[config.mk]
export PLATFORM = sky130hd
export DESIGN_NAME = framebuffer_writer
export DESIGN_NICKNAME = d
export VERILOG_FILES = /design/src/rtl/framebuffer_writer.sv
export SDC_FILE = /design/constraint.sdc
export NUM_CORES = 1
export LEC_CHECK = 0
export CAP_MARGIN = 40
export CORE_MARGIN = 5
export CORE_UTILIZATION = 36
export DETAILED_ROUTE_END_ITERATION = 6
export MAX_ROUTING_LAYER = met4
export PLACE_DENSITY_LB_ADDON = 0.2
export SYNTH_ARGS = -nofsm -noshare
export SYNTH_HDL_FRONTEND = slang
export SYNTH_SLANG_ARGS = --single-unit
[constraint.sdc]
create_clock -name clk_pixel -period 3.6 [get_ports clk_pixel]
set_input_delay 0.9 -clock clk_pixel [delete_from_list [all_inputs] [get_ports clk_pixel]]
set_output_delay 0.9 -clock clk_pixel [all_outputs]
set_load 0.01 [all_outputs]
[src/rtl/framebuffer_writer.sv]
// Pixel write front-end for a double-buffered framebuffer: clears the back bank,
// then turns (x, y, color) requests into addressed writes until the display swaps banks.
module framebuffer_writer #(
  parameter int BUFFER_WIDTH      = 160,
  parameter int BUFFER_HEIGHT     = 120,
  parameter int BUFFER_DATA_WIDTH = 12,
  parameter int BUFFER_ADDR_WIDTH = $clog2(BUFFER_WIDTH * BUFFER_HEIGHT),
  parameter logic [BUFFER_DATA_WIDTH-1:0] CLEAR_COLOR = BUFFER_DATA_WIDTH'(12'h000)
) (
  input  logic                         clk_pixel,
  input  logic                         rst_pixel,
  input  logic                         buffer_select,
  input  logic                         in_valid,
  output logic                         in_ready,
  input  logic [7:0]                   in_x,
  input  logic [7:0]                   in_y,
  input  logic [BUFFER_DATA_WIDTH-1:0] in_color,
  input  logic                         in_last,
  output logic                         wr_en,
  output logic                         wr_bank,
  output logic [BUFFER_ADDR_WIDTH-1:0] wr_addr,
  output logic [BUFFER_DATA_WIDTH-1:0] wr_data,
  output logic                         frame_done,
  output logic                         overrun,
  output logic [15:0]                  drop_count
);

  // state | meaning
  // CLEAR | filling the latched bank with CLEAR_COLOR, one address per cycle
  // DRAW  | accepting pixel requests into the latched bank
  // DONE  | frame complete, waiting for the display to swap banks
  typedef enum logic [1:0] {
    CLEAR = 2'd0,
    DRAW  = 2'd1,
    DONE  = 2'd2
  } state_t;

  // Clear counter is one bit wider so it can hold W*H as the end marker.
  localparam logic [BUFFER_ADDR_WIDTH:0] CLEAR_END =
    (BUFFER_ADDR_WIDTH+1)'(BUFFER_WIDTH * BUFFER_HEIGHT);
  localparam logic [BUFFER_ADDR_WIDTH:0] CLEAR_STEP = (BUFFER_ADDR_WIDTH+1)'(1);

  state_t                     state, state_next;
  logic                       bs_q;
  logic                       bank;
  logic [BUFFER_ADDR_WIDTH:0] clr_addr;
  logic                       toggle;
  logic                       accept;
  logic                       in_range;
  logic                       clearing;

  assign toggle     = (buffer_select != bs_q);
  assign accept     = in_valid && in_ready;
  assign in_range   = ({24'd0, in_x} < 32'(BUFFER_WIDTH)) &&
                      ({24'd0, in_y} < 32'(BUFFER_HEIGHT));
  assign clearing   = (state == CLEAR) && (clr_addr != CLEAR_END);
  assign frame_done = (state == DONE);

  always_ff @(posedge clk_pixel) begin
    if (rst_pixel) state <= CLEAR;
    else           state <= state_next;
  end

  always_comb begin
    state_next = state;
    in_ready   = (state == DRAW) && !toggle;
    if (toggle) begin
      state_next = CLEAR;
    end else begin
      case (state)
        CLEAR:   if (clr_addr == CLEAR_END) state_next = DRAW;
        DRAW:    if (accept && in_last) state_next = DONE;
        DONE:    state_next = DONE;
        default: state_next = CLEAR;
      endcase
    end
  end

  always_ff @(posedge clk_pixel) begin
    if (rst_pixel) begin
      bs_q       <= buffer_select;
      bank       <= buffer_select;
      clr_addr   <= '0;
      wr_en      <= 1'b0;
      wr_bank    <= 1'b0;
      wr_addr    <= '0;
      wr_data    <= '0;
      overrun    <= 1'b0;
      drop_count <= '0;
    end else begin
      bs_q    <= buffer_select;
      wr_en   <= 1'b0;
      overrun <= 1'b0;
      if (toggle) begin
        // A swap always restarts the clear; it is only an error if the frame was unfinished.
        bank     <= buffer_select;
        clr_addr <= '0;
        overrun  <= (state != DONE);
      end else if (clearing) begin
        wr_en    <= 1'b1;
        wr_bank  <= bank;
        wr_addr  <= clr_addr[BUFFER_ADDR_WIDTH-1:0];
        wr_data  <= CLEAR_COLOR;
        clr_addr <= clr_addr + CLEAR_STEP;
      end else if (accept) begin
        if (in_range) begin
          wr_en   <= 1'b1;
          wr_bank <= bank;
          wr_addr <= BUFFER_ADDR_WIDTH'({24'd0, in_y} * 32'(BUFFER_WIDTH) + {24'd0, in_x});
          wr_data <= in_color;
        end else if (drop_count != 16'hFFFF) begin
          drop_count <= drop_count + 16'd1;
        end
      end
    end
  end

endmodule
==> results of run 1 <==
-- cells by family after synthesis --
logic type	after synthesis	synth area share [%]
compound gates	73	13.2
xor+xnor	31	7.61
fa+ha+maj	23	8.49
buf+inv	36	4.07
flops	66	37.3
mux	7	1.96
simple gates	182	27.4
-- sequential cells by signal, summed over array words and instances, names as in the netlist --
register and cells:
wr_data 12, state 2, bs_q 1, bank 1, wr_addr 15, wr_en 1
overrun 1, wr_bank 1, clr_addr 16, drop_count 16
-- power groups by stage --
| stage | Combinational [mW] | Sequential (mW) | Clock (mW) |
|---|---|---|---|
| 2_1_floorplan | 0.145 | 0.775 | 0 |
| 3_3_place_gp | 0.279 | 0.770 | 0 |
| 3_5_place_dp | 0.283 | 0.771 | 0 |
| 4_1_cts | 0.284 | 0.754 | 0.681 |
| 5_1_grt | 0.312 | 0.756 | 0.722 |
| 6_report | 0.282 | 0.754 | 0.659 |
-- metrics by stage --
stage	util (%)	TNS [ns]
CTS	49.7	0
finish	49.9	0
floorplan	-	0
detailed placement	47.6	-0.429
global placement	47.6	-0.339
global route	49.9	0
-- routing by layer --
layer / track usage [%] / vias to the layer above / wire length, um
li1: - / 1662 / -
met1: 21.2 / 1540 / 4420
met2: 25.1 / 77 / 4190
met3: 3.82 / 12 / 441
met4: 4.99 / 0 / 142
met5: - / - / 0
-- timing repair --
item	in CTS	in global routing
setup buffers	0	0
endpoints found under the hold margin	0	0
resized for setup	0	2
setup endpoints to repair	0	2
-- cell type report --
cell class	count	area [um^2]
repair buffers	101	958
well taps	133	166
clock inverters	5	60.1
inverters	18	67.6
clock buffers	11	153
fillers	947	4880
flip-flops and latches	66	1330
multi-input cells	316	2120
-- worst max-delay path: cells and delay by family --
kind | cells | cell delay [ns]
xor gates and xnor gates | 1 | 0.17
adders and majority gates | 3 | 0.84
AOI/OAI and AO/OA | 1 | 0.26
and+or+nand+nor | 4 | 0.96
buffers and inverters | 2 | 0.48
-- Yosys cell counts, types with 2 or more instances --
cell type	instances	area (um^2)
mux2i_1	7	70.1
nand2_1	34	128
nor3_1	18	90.1
o211ai_1	2	15.0
nand2b_1	3	18.8
dfxtp_1	65	1300
nor2b_1	6	37.5
a21oi_1	27	135
nor3_2	3	30.0
nand3b_1	8	60.1
nand4_1	10	62.6
o21ai_0	16	80.1
inv_1	18	67.6
buf_2	2	10.0
a211oi_1	12	90.1
a41o_1	2	20.0
xor2_1	12	105
fa_1	2	40.0
and2_1	2	12.5
nand4b_1	2	17.5
nand3_1	15	75.1
clkbuf_1	14	52.6
ha_1	21	263
or3_1	9	56.3
nor4b_4	2	47.6
nor3b_1	2	15.0
nor4_2	2	25.0
and3_1	8	50.1
nor2_1	51	191
xnor2_1	19	166
-- worst paths after layout --
| check | startpoint | slack, ns | cells after the start | end |
|---|---|---|---|---|
| max | in_y[1] | 0.21 | 11 | wr_addr[14] |
| min reg2reg | wr_addr[6] | 0.45 | 2 | wr_addr[6] |
| max reg2reg | clr_addr[0] | 1.02 | 8 | clr_addr[15] |
| min | wr_addr[6] | 0.45 | 2 | wr_addr[6] |
==> results, run 1 <==
- The area overhead of the layout relative to synthesis is 36.1%.
- The worst path meets setup with 0.207 ns of slack.
- Setup repair after global routing left no endpoint under its margin.
- The repair_antennas step left the layout with diodes totalling 0.
- The internal portion of the total power is 1.25 mW.
- In the routed design, unresolved DRC markers number 0.
- The number of global-route vias before repair is 3137.
- The starting utilization of the core area is 36.7%.
- The first global-routing pass estimated 15000 um of wire.
- Synthesis handed over a netlist of 418 instances.
- The number of clock sinks is 66.
- For the worst-skew pair, the clock arrives at the later sink with an insertion delay of 0.34 ns.
- Summing the sequential cell areas from Yosys gives 37.3% of the chip area.
- The Yosys step of the flow raised 0 warnings.
- The first-iteration detailed-routing DRC count is 162.
- The post-synth net total is 474.
- In this run the standard cell core region covers 9730 um^2.
- The maximum resistive drop on vdd is 0.143 mV.
- Dividing the detail-routed wire length by the instance count gives 14.1 um.
- The finished cells cover 4850 um^2.
- In this run the count of I/O pins placed on the die edge is 81.
- Timing would allow up to 295 MHz.
- Row generation in the floorplan step produced 36 rows.
- The leading register cell type out of synthesis is dfxtp_1.
- The final critical path takes up 94.2% of the cycle.
- Power comes to 1.69 mW.
- The overall track demand over capacity in global routing is 16.3%.
- Entering global routing, the biggest net connects 46 pins.
- The clock-pin slew on the worst setup and hold paths is 0.08 ns.
- The largest buffer count on any clock path is 2.
- Setup violations remaining at the end of the flow were counted as 0.
- Once layout is complete, the cells apart from fillers number 650.
- The count of port buffers added during placement is 80.
- The final layout contains routed wiring with a total length of 9190 um.
- In this run switching power makes up 26.1% of total power.
- The minimum period implied by the final worst setup slack is 3.39 ns.
- The most prevalent standard cell on the critical path is ha_1.
- The flow ran to the end, and the final reports show no timing, DRC or antenna violations.
- The die covers 12000 um^2.
- The total count of max-transition violations in the final report is 0.
- Counting flops with a built-in enable in the synthesized netlist gives 1.
- The total of hold buffers inserted after clock tree synthesis is 0.
- The number of placed instances, taps included is 634.
- The synthesized design contains 66 register bits.
- The worst clock skew is 0.0132 ns.
- Summing every instance area after synthesis gives 3570 um^2.
- The vias per cell is 5.06.
- The first detailed-routing pass took 4 iterations.
- In this run the horizontal extent of the chip is 110 um.
- Data on the critical path arrives at its endpoint at 3.63 ns.
- CTS placed an instance of clkbuf_8 at the clock tree root.
- The hold violation count in the final report came to 0.
- In this run, CTS created clock tree buffers numbering 9.
- Measured against its own limit, the worst slew margin works out to 51.9%.
- Routability-driven placement finished with a final weighted congestion of 0.803.
- The clock network is responsible for 38.9% of the overall power.
- STA classifies the critical path startpoint as an input pin.
- Summed over all nets, the switching power comes to 442 uW.
- On the critical path, the stage with the largest delay is an instance of or4_1.
- The remaining number of nets flagged by the antenna check after routing is 0.
- The path type of the worst min-delay path is flip-flop to flip-flop.
- Along the worst path, the maximum fanout reaches 3.
- The initial antenna violation count is 0.
- Across all hold checks on the routed design, the worst slack comes to 0.452 ns.
- The number of different library cells in the post-synthesis netlist is 54.
- The library cell used most frequently in the layout, excluding fill and tap cells, is clkdlybuf4s50_1.
- A synthesized cell averages 8.53 um^2.
- The number of H-tree levels is 3.
- In this run the power density over the cells is 349 nW/um^2.
- The stage delay of the slowest cell on the critical path is 0.52 ns.
- Summing all placed instances gives a cell area of 4630 um^2.
- The required time of the critical path is 3.83 ns.
- The number of nets in the final layout is 568.
- The total congestion overflow after global routing is 0.
- The detailed router placed 3291 vias in this run.
- The chip height is 110 um.
- The relative contribution of sequential cells to total power is 44.5%.
- The signal on the critical path passes through clkdlybuf4s50_1 -> ha_1 -> ha_1 -> inv_1 -> fa_1 -> xor2_1 -> or4_1 -> nor3_2 -> and4_1 -> nor3_1 -> o41ai_2.
- Counting flops with an async set or reset pin after synthesis yields a share of 0%.
- For the pin with the worst max-slew slack, the measured transition is 0.720 ns.
- Combinational logic is responsible for 16.6% of the overall power.
- The leakage power of the design is 1.78 nW.
- Leaving out fill and tap cells, the most frequent cells in the layout are 80 x clkdlybuf4s50_1, 65 x dfxtp_1, 51 x nor2_1.
- The number of maximum-capacitance constraint violations is 0.
- The worst setup timing slack at the placement stage is -0.237 ns.
- The HPWL after detailed placement is 6810 um.
- The path type of the worst setup path is input pin to flip-flop.
- The ratio of cells with drive above 1 in the final layout is 9.86%.
- The TritonCTS clock tree is built.
- The capturing element type of the critical path is a flip-flop.
Power figures use the tool's default switching activity.
==> run 2, diff against run 1 <==
--- a/config.mk
+++ b/config.mk
@@ -14,3 +14,4 @@
 export SYNTH_ARGS = -nofsm -noshare
 export SYNTH_HDL_FRONTEND = slang
 export SYNTH_SLANG_ARGS = --single-unit
+export TNS_END_PERCENT = 20
==> results of run 2 <==
Same layout as run 1: the final DEF is identical, and so are final timing and power.
==> run 3, diff against run 2 <==
--- a/config.mk
+++ b/config.mk
@@ -7,10 +7,10 @@
 export LEC_CHECK = 0
 export CAP_MARGIN = 40
 export CORE_MARGIN = 5
-export CORE_UTILIZATION = 36
+export CORE_UTILIZATION = 50
 export DETAILED_ROUTE_END_ITERATION = 6
 export MAX_ROUTING_LAYER = met4
-export PLACE_DENSITY_LB_ADDON = 0.2
+export PLACE_DENSITY_LB_ADDON = 0.15
 export SYNTH_ARGS = -nofsm -noshare
 export SYNTH_HDL_FRONTEND = slang
 export SYNTH_SLANG_ARGS = --single-unit
==> run 3 against run 2 <==
Worst setup slack got worse by 0.025 ns; cell count fell by 6.2%; sequential cell count did not move; via count fell by 0.70%; power rose by 0.31%; clock-buffer cell count rose by 1; fmax fell by 0.74%; highest routed layer unchanged.
==> results, run 3 (same netlist as run 1, synthesis figures left out) <==
- The horizontal die dimension is 94.5 um (-14%).
- The first-iteration detailed-routing DRC count was 194 (+20%).
- The leakage power of the design is 1.76 nW (-0.83%).
- The total congestion overflow after global routing is 0 (unchanged).
- The relative contribution of sequential cells to total power is 44.3% (-0.2 points).
- The most common library cell in the layout ignoring fill and taps is clkdlybuf4s50_1.
- The starting utilization of the core area is 51.9% (+15 points).
- The die footprint was 8920 um^2 (-26%).
- The estimated wirelength of the detail-placed design is 6590 um (-3.2%).
- The power density relative to cell area is 356 nW/um^2 (+1.8%).
- The first-pass detailed-route iteration total is 5 (+1).
- The core box area is 6870 um^2 (-29%).
- The worst endpoint data arrival time is 3.68 ns (+0.05 ns).
- The worst slew margin relative to its limit is 56.5% (+4.6 points).
- The portion of total power attributed to combinational logic is 16.4% (-0.2 points).
- TritonCTS built the clock tree.
- The hold violation count in the final report came to 0 (unchanged).
- The required time of the critical path came to 3.86 ns (+0.03 ns).
- The area growth from synthesis to layout is 34.1%.
- The total I/O pin count is 81 (unchanged).
- The path type of the worst min-delay path is flip-flop to flip-flop.
- The number of global-route vias before repair is 3131 (-0.19%).
- STA classifies the critical path endpoint as a flip-flop.
- The remaining number of nets flagged by the antenna check after routing is 0 (unchanged).
- The diode insertion count for antenna repair is 0 (unchanged).
- The slew of the pin with the lowest slew margin was 0.652 ns (-0.0679 ns).
- In this run the critical register-to-register path is captured at clr_addr[15].
- The critical path starts at in_y[1].
- The top fanout value on the critical path is 3 (unchanged).
- The startpoint identified for the worst register-to-register timing path is clr_addr[12].
- The largest registers in the layout are clr_addr x16, drop_count x16, wr_addr x15.
- The number of gates given a new drive strength after cts is 0 (unchanged).
- The initial antenna violation count is 0 (unchanged).
- The count of port buffers added during placement is 80 (unchanged).
- The number of clock sinks is 66 (unchanged).
- The number of nets in the final layout was 566 (-0.35%).
- The DRC violation count after routing is 0 (unchanged).
- The minimum period implied by the final worst setup slack is 3.42 ns (+0.0252 ns).
- The switching power total came to 409 uW (-7.6%).
- The number of buffers created by CTS is 9 (unchanged).
- The total of hold buffers inserted after clock tree synthesis is 0 (unchanged).
- The least setup slack across all paths after layout came to 0.182 ns (-0.0252 ns).
- The instance area at placement was 4570 um^2 (-1.3%).
- The flop-to-flop setup slack came to 0.93 ns (-0.09 ns).
- The final-report setup violation count is 0 (unchanged).
- The post-detailed-route wirelength per cell came to 14.6 um (+3.0%).
- The tree is rooted in a clkbuf_8.
- The ratio of cells with drive above 1 in the final layout is 8.95% (-0.92 points).
- The vias per cell came to 5.36 (+5.8%).
- The critical path ends at wr_addr[12].
- Setup repair after global routing left no endpoint under its margin.
- In the layout the commonest cells are 80 x clkdlybuf4s50_1, 65 x dfxtp_1, 51 x nor2_1.
- The cell area after layout was 4780 um^2 (-1.5%).
- The chip height was 94.5 um (-14%).
- The cell internal power dissipation is 1.29 mW (+3.1%).
- The source of the worst hold timing path is wr_data[7].
- The final RePlAce weighted congestion is 0.870 (+8.4%).
- The overall track demand over capacity in global routing is 21.1% (+4.8 points).
- The total of fill cells in the finished design is 577 (-39%).
- The power after layout is 1.70 mW (+0.31%).
- The total count of max-transition violations in the final report was 0 (unchanged).
- The switching power as a share of total power came to 24.0% (-2.1 points).
- The total setup buffers inserted after CTS is 0 (unchanged).
- The worst setup path is launched from an input pin.
- The worst clock skew was 0.00817 ns (-0.00502 ns).
- The largest buffer count on any clock path is 2 (unchanged).
- The wire length of the first global-routing pass is 14500 um (-2.8%).
- The path type of the worst setup path is input pin to flip-flop.
- The final worst-path cycle share came to 94.9% (+0.70 points).
- The insertion delay of the later-clocked pin in the worst-skew pair was 0.33 ns (about the same).
- The total negative slack for setup checks is 0 ns (unchanged).
- The clock-pin slew on the worst setup and hold paths is 0.07 ns (about the same).
- The worst setup timing slack at the placement stage was -0.283 ns (-0.0467 ns).
- The clock network power share is 39.3% (+0.4 points).
- The wire length reported by the detailed router is 8880 um (-3.4%).
- The worst hold margin is 0.450 ns (-0.00155 ns).
- The flow ran to the end, and the final reports show no timing, DRC or antenna violations.
- The highest achievable clock rate is 293 MHz (-0.74%).
- The pin count of the biggest net entering global routing is 46 (unchanged).
- The worst reg-to-reg path cell count is 6 (-2).
- The number of H-tree levels came to 3 (unchanged).
- The number of maximum-capacitance constraint violations is 0 (unchanged).
- The number of vias after detailed routing is 3268 (-0.70%).
- The row count is 30 (-17%).
- The maximum resistive drop on vdd was 0.230 mV (+60%).
## run 3: area by class of cell
type | instances | area, um^2 | share of cell area, %
Tap cell | 96 | 120 | 2.51
Sequential cell | 66 | 1330 | 27.8
Multi-Input combinational cell | 316 | 2110 | 44.1
Clock buffer | 12 | 145 | 3.04
Inverter | 18 | 67.6 | 1.41
Timing Repair Buffer | 99 | 943 | 19.7
Clock inverter | 3 | 65.1 | 1.36
## run 3: per-layer routing
layer	vias to the layer above	GRT usage (%)	wire [um]
met5	-	-	0
met4	0	6.61	59
met3	6	4.78	469
met2	83	33.3	4240
met1	1517	26.9	4120
li1	1662	-	-
## run 3: worst max-delay path, stage by stage
cell and delay (ns):
clkdlybuf4s50_1 0.46, ha_1 0.31, ha_1 0.16, inv_1 0.05
fa_1 0.40, xor2_1 0.17, or4_1 0.52, nor3_2 0.17
buf_4 0.14, xor2_1 0.13, o211ai_1 0.09, a21oi_1 0.17
## run 3: worst min path at each step
stage / to / slack [ns] / cells after the start
final: wr_data[7] / 0.45 / 2
after global routing: wr_data[4] / 0.47 / 2
after detailed placement: wr_data[7] / 0.44 / 2
after global placement: wr_data[0] / 0.44 / 2
after floorplan: clr_addr[15] / 0.46 / 2
after CTS: wr_data[0] / 0.45 / 2
## run 3: through the flow
| step | instances | util, % |
|---|---|---|
| 2_1_floorplan | 418 | - |
| 3_3_place_gp | 595 | 66.5 |
| 3_5_place_dp | 595 | 66.5 |
| 4_1_cts | 610 | 69.5 |
| 5_1_grt | 610 | 69.6 |
| 6_report | 610 | 69.6 |
## run 3: power by group through the flow
stage	logic, mW	clock network, mW	registers (mW)
after floorplan	0.145	0	0.775
after global placement	0.270	0	0.770
after detailed placement	0.277	0	0.771
after CTS	0.278	0.689	0.754
after global routing	0.309	0.718	0.755
final	0.278	0.668	0.754
==> patch 1: new RTL, flow settings as in run 3 <==
`BUFFER_DATA_WIDTH`: 12 -> 24.
--- a/src/rtl/framebuffer_writer.sv
+++ b/src/rtl/framebuffer_writer.sv
@@ -3,7 +3,7 @@
 module framebuffer_writer #(
   parameter int BUFFER_WIDTH      = 160,
   parameter int BUFFER_HEIGHT     = 120,
-  parameter int BUFFER_DATA_WIDTH = 12,
+  parameter int BUFFER_DATA_WIDTH = 24,
   parameter int BUFFER_ADDR_WIDTH = $clog2(BUFFER_WIDTH * BUFFER_HEIGHT),
   parameter logic [BUFFER_DATA_WIDTH-1:0] CLEAR_COLOR = BUFFER_DATA_WIDTH'(12'h000)
 ) (
Ports: changed (resized in_color and wr_data); port bits go from 81 to 105. The function was not compared with the original's and may differ.
==> patch 1 against run 3 <==
Sequential power grew 17%. Setup slack gained 0.097 ns. Synthesized area grew 12%. Routed wire length grew 13%. Die area grew 10%. Cell area grew 10%. Sequential cell count grew 12. Non-clock buffer count grew 12. Power grew 6.5%. Critical path type unchanged. Critical endpoint is now wr_addr[14]. Largest cell class unchanged.
==> patch 1: results (changes against run 3) <==
STATUS
------------------------------------------------------------------------------------------------------
Status .................................................................................. complete, no violations   unchanged

PLACEMENT
------------------------------------------------------------------------------------------------------
Dpl cells ...............................................................................          656   was 595
Input/output buffers ....................................................................          104   was 80
Last weighted congestion value of the routability-driven placer .........................        0.888   was 0.870
Detailed placer's ending HPWL ...........................................................      7380 um   was 6590 um

CLOCK TREE
------------------------------------------------------------------------------------------------------
Clk_lat worst skew ......................................................................      0.35 ns   was 0.33 ns
Clock transition at the register clock pins on the worst setup and hold paths after CTS .      0.09 ns   was 0.07 ns

YOSYS
------------------------------------------------------------------------------------------------------
Avg Cell Area, Syn ......................................................................     8.52 um2   was 8.53 um2
Dominant cells by area after synthesis .................................................. dfxtp_1, ha_1, xnor2_1   was dfxtp_1, ha_1, nor2_1
Asr flop ratio synth ....................................................................           0%   unchanged
Post-synthesis sequential area ratio ....................................................        39.5%   was 37.3%
Net count of the mapped netlist .........................................................          535   was 474
Leading post-synthesis cells by instance count .......................................... dfxtp_1, nor2_1, nand2_1   unchanged
Count of unique library cells instantiated by Yosys .....................................           55   was 54

ROUTE
------------------------------------------------------------------------------------------------------
Routed vias .............................................................................         3636   was 3268
Number of iterations in the first detailed-routing pass .................................            4   was 5
Number of design-rule violations left by the first detailed-router iteration ............          147   was 194

POWER
------------------------------------------------------------------------------------------------------
Leakage component of the power ..........................................................      1.82 nW   was 1.76 nW
Worst supply voltage drop on vdd ........................................................     0.239 mV   was 0.230 mV

GLOBAL ROUTING
------------------------------------------------------------------------------------------------------
Maximum number of pins on one net before global-route repair ............................           60   was 46
Vias in the first global route ..........................................................         3414   was 3131
Overall track demand over capacity in global routing ....................................        21.0%   was 21.1%

FINISH
------------------------------------------------------------------------------------------------------
Count of nets after finishing ...........................................................          633   was 566
Ratio of cells with drive above 1 in the final layout ...................................        6.14%   was 8.95%
Biggest regs ............................................................................ wr_data x24, clr_addr x16, drop_count x16   was clr_addr x16, drop_count x16, wr_addr x15

WORST SETUP PATH
------------------------------------------------------------------------------------------------------
Worst flop-to-flop path startpoint ......................................................  clr_addr[0]   was clr_addr[12]
R2R Setup Slk ...........................................................................      1.19 ns   was 0.93 ns
Register-to-Register Path Depth .........................................................            8   was 6
Worst reg2reg endpoint .................................................................. drop_count[13]   was clr_addr[15]
WP data arrival .........................................................................      3.57 ns   was 3.68 ns
Termination of the worst setup path .....................................................  wr_addr[14]   was wr_addr[12]

TIMING
------------------------------------------------------------------------------------------------------
Slew margin rel. ........................................................................        51.7%   was 56.5%

-- patch 1: cell types whose count changed after synthesis, sizes merged, moves of 6 or more --
cell and change:
dfxtp +12, xnor2 +6, or3 -6, o21ai -6, nor3 -10, a21oi +8, clkbuf -6, nand3b -8
buf +12, nor4 +6, nand2 +19, nand3 +23
-- patch 1: area by class of cell --
| type | instances | share of cell area, % |
|---|---|---|
| sequential | 78 | 29.8 |
| tap | 102 | 2.42 |
| inverter | 17 | 1.21 |
| timing repair buffer | 111 | 20.6 |
| clock buffer | 11 | 2.49 |
| multi-input combinational | 348 | 42.3 |
| clock inverter | 5 | 1.14 |
-- patch 1: worst min path at each step --
stage	from	endpoint	slack, ns	cells past startpoint
floorplan	bank	wr_bank	0.47	2
global placement	wr_data[12]	wr_data[12]	0.44	2
detailed placement	wr_data[9]	wr_data[9]	0.44	2
CTS	wr_data[9]	wr_data[9]	0.45	2
global route	wr_data[6]	wr_data[6]	0.47	2
finish	wr_data[7]	wr_data[7]	0.45	2
-- patch 1: critical path, stage by stage --
cell             delay [ns]
clkdlybuf4s50_1        0.46
ha_1                   0.32
ha_1                   0.16
inv_1                  0.06
fa_1                   0.40
nor2b_1                0.20
o22ai_1                0.12
xor2_1                 0.18
nor4_1                 0.35
mux2i_1                0.15
o41ai_2                0.27
-- patch 1: cell families (layout without fill, tap and decap cells) --
family                   count (synthesis)  in the layout  synth area share [%]
AND/OR/NAND/NOR                        205            205                  25.9
flip-flops                              78             78                  39.5
AO/OA/AOI/OAI                           77             77                  12.6
buffers and inverters                   41            144                  4.59
XOR/XNOR                                36             36                  7.92
adder cells (fa/ha/maj)                 23             23                  7.61
multiplexers                             7              7                  1.79
-- patch 1: power groups by stage --
| stage | logic, mW | clock network (mW) | registers (mW) |
|---|---|---|---|
| floorplan | 0.156 | 0 | 0.910 |
| global placement | 0.276 | 0 | 0.905 |
| detailed placement | 0.280 | 0 | 0.906 |
| CTS | 0.281 | 0.659 | 0.886 |
| global route | 0.308 | 0.703 | 0.887 |
| finish | 0.279 | 0.645 | 0.885 |
-- patch 1: routing by layer --
metal / share of wire [%] / GRT usage [%]
met4: 1.0 / 5.67
met1: 47 / 27.5
met3: 5.0 / 3.79
met2: 47 / 33.5
met5: 0 / -
-- patch 1: through the flow --
step / setup WS (ns) / cell area (um2) / TNS [ns]
6_report: 0.279 / 5280 / 0
5_1_grt: 0.103 / 5280 / 0
4_1_cts: 0.265 / 5280 / 0
3_5_place_dp: -0.106 / 5080 / -0.106
3_3_place_gp: 0.0321 / 5080 / 0
2_1_floorplan: 0.646 / 3980 / 0
==> patch 2: new RTL, settings of run 3 <==
Without the edit above. Encoding of `state_t`: now one-hot (3 bits for 3 states).
--- a/src/rtl/framebuffer_writer.sv
+++ b/src/rtl/framebuffer_writer.sv
@@ -29,10 +29,10 @@
   // CLEAR | filling the latched bank with CLEAR_COLOR, one address per cycle
   // DRAW  | accepting pixel requests into the latched bank
   // DONE  | frame complete, waiting for the display to swap banks
-  typedef enum logic [1:0] {
-    CLEAR = 2'd0,
-    DRAW  = 2'd1,
-    DONE  = 2'd2
+  typedef enum logic [2:0] {
+    CLEAR = 3'b001,
+    DRAW  = 3'b010,
+    DONE  = 3'b100
   } state_t;
 
   // Clear counter is one bit wider so it can hold W*H as the end marker.
Function: same outputs for any inputs over 10 cycles, from zero or initial values and one cycle with rst_pixel high; not proved beyond that.
==> patch 2 against run 3 <==
Global-route usage fell by 0.41 points. Final cell count down 0.98%. Sequential share of layout area up 1.4 points. Combinational power is 7.2% lower. Cell area fell by 3.2%. Setup slack gained 0.053 ns. Power decreased by 6.3%. Synthesized cell count is 1.9% higher. Critical path depth is 1 lower. Sequential cell count is 1 higher. Synthesized area down 0.88%. Die area fell by 0.78%. First-iteration DRC count fell by 37%. Routed wire length down 1.1%. Critical endpoint unchanged. Largest power group unchanged.
==> patch 2: results (changes against run 3) <==
YOSYS
-------------------------------------------------------------------------------------------
Asr flop ratio synth .........................................................           0%   unchanged
Avg Cell Area, Syn ...........................................................     8.30 um2   was 8.53 um2
Net count of the mapped netlist ..............................................          479   was 474
Dominant cells by area after synthesis ....................................... dfxtp_1, ha_1, xor2_1   was dfxtp_1, ha_1, nor2_1
Yosys synthesis warning count ................................................            0   unchanged
Count of unique library cells instantiated by Yosys ..........................           50   was 54
Leading post-synthesis cells by instance count ............................... dfxtp_1, nor2_1, nand2_1   unchanged
Post-synthesis sequential area ratio .........................................        38.2%   was 37.3%

TIMING
-------------------------------------------------------------------------------------------
Fin crit period ..............................................................      3.36 ns   was 3.42 ns
Slew margin rel. .............................................................        51.8%   was 56.5%
Skew final ...................................................................   0.00926 ns   was 0.00817 ns

FINISH
-------------------------------------------------------------------------------------------
Share of the core filled with cells ..........................................        67.7%   was 69.6%
Count of nets after finishing ................................................          558   was 566
Number of fill cells .........................................................          579   was 577
Ratio of cells with drive above 1 in the final layout ........................        5.91%   was 8.95%
Post-route non-filler standard cell count ....................................          604   was 610

PLACEMENT
-------------------------------------------------------------------------------------------
Detailed placer's ending HPWL ................................................      6530 um   was 6590 um
Post-placement cell area .....................................................  0.00445 mm2   was 0.00457 mm2
Last weighted congestion value of the routability-driven placer ..............        0.898   was 0.870
Setup slack at placement .....................................................   -0.0908 ns   was -0.283 ns
Input/output buffers .........................................................           80   unchanged
Dpl cells ....................................................................          590   was 595

ROUTE
-------------------------------------------------------------------------------------------
Number of iterations in the first detailed-routing pass ......................            4   was 5
DRT Wirelength ...............................................................      8790 um   was 8880 um
Number of design-rule violations left by the first detailed-router iteration .          123   was 194
Avg Vias per Cell ............................................................         5.48   was 5.36

WORST SETUP PATH
-------------------------------------------------------------------------------------------
Critical path fanouts, max ...................................................            3   unchanged
Worst flop-to-flop path startpoint ...........................................  clr_addr[4]   was clr_addr[12]
Startpoint of the worst setup timing path ....................................      in_y[3]   was in_y[1]
Maximum cell stage delay along the critical path .............................      0.46 ns   was 0.52 ns
CP max-delay cell ............................................................ clkdlybuf4s50_1   was or4_1
WP data arrival ..............................................................      3.63 ns   was 3.68 ns

GLOBAL ROUTING
-------------------------------------------------------------------------------------------
Overall track demand over capacity in global routing .........................        20.7%   was 21.1%
Vias in the first global route ...............................................         3068   was 3131
Wire length of the first global-routing pass .................................     14400 um   was 14500 um

CLOCK TREE
-------------------------------------------------------------------------------------------
Clock root buffer ............................................................     clkbuf_8   unchanged
Post-CTS setup buffers .......................................................            0   unchanged
Max Buffers Root-to-Sink .....................................................            2   unchanged

POWER
-------------------------------------------------------------------------------------------
Worst supply voltage drop on vdd .............................................     0.217 mV   was 0.230 mV
Leakage component of the power ...............................................      1.63 nW   was 1.76 nW

STATUS
-------------------------------------------------------------------------------------------
Status ....................................................................... complete, no violations   unchanged

patch 2: worst paths after layout:
path / to / slack, ns / depth (start not counted)
setup / recovery: wr_addr[12] / 0.24 / 11
hold / removal: wr_data[7] / 0.45 / 2
setup reg to reg: wr_addr[13] / 1.17 / 6
hold reg to reg: wr_data[7] / 0.45 / 2
patch 2: routing by layer:
| layer | vias up | track usage, % | part of all wire, % |
|---|---|---|---|
| li1 | 1658 | - | - |
| met1 | 1566 | 25.8 | 46 |
| met2 | 77 | 33.4 | 48 |
| met3 | 10 | 3.37 | 4.1 |
| met4 | 0 | 8.06 | 1.4 |
| met5 | - | - | 0 |
patch 2: final cells by class:
class                           instances  area share (%)
Clock buffer                           12            3.60
Clock inverter                          2           0.216
Inverter                               18            1.46
Multi-Input combinational cell        318            43.5
Sequential cell                        67            29.2
Tap cell                               96            2.60
Timing Repair Buffer                   91            19.4
patch 2: cells by family (layout without fill, tap and decap cells):
| logic type | Yosys count | after routing | share of synthesized area (%) |
|---|---|---|---|
| AND/OR/NAND/NOR | 186 | 186 | 26.5 |
| multiplexers | 1 | 1 | 0.283 |
| adder cells (fa/ha/maj) | 20 | 20 | 7.50 |
| flip-flops | 67 | 67 | 38.2 |
| XOR/XNOR | 36 | 36 | 8.92 |
| AO/OA/AOI/OAI | 75 | 75 | 13.6 |
| buffers and inverters | 41 | 123 | 4.88 |
patch 2: critical path, delay by kind of cell:
kind                       cells  cell delay [ns]
buffers and inverters          2             0.52
adders and majority gates      3             0.86
xor gates and xnor gates       2             0.35
AOI/OAI and AO/OA              3             0.60
and+or+nand+nor                1             0.39
patch 2: report_power, final:
group / total (mW) / switching (mW) / internal, mW
clock: 0.570 / 0.269 / 0.301
sequential: 0.766 / 0.00809 / 0.757
combinational: 0.258 / 0.133 / 0.125
total: 1.59 / 0.410 / 1.18
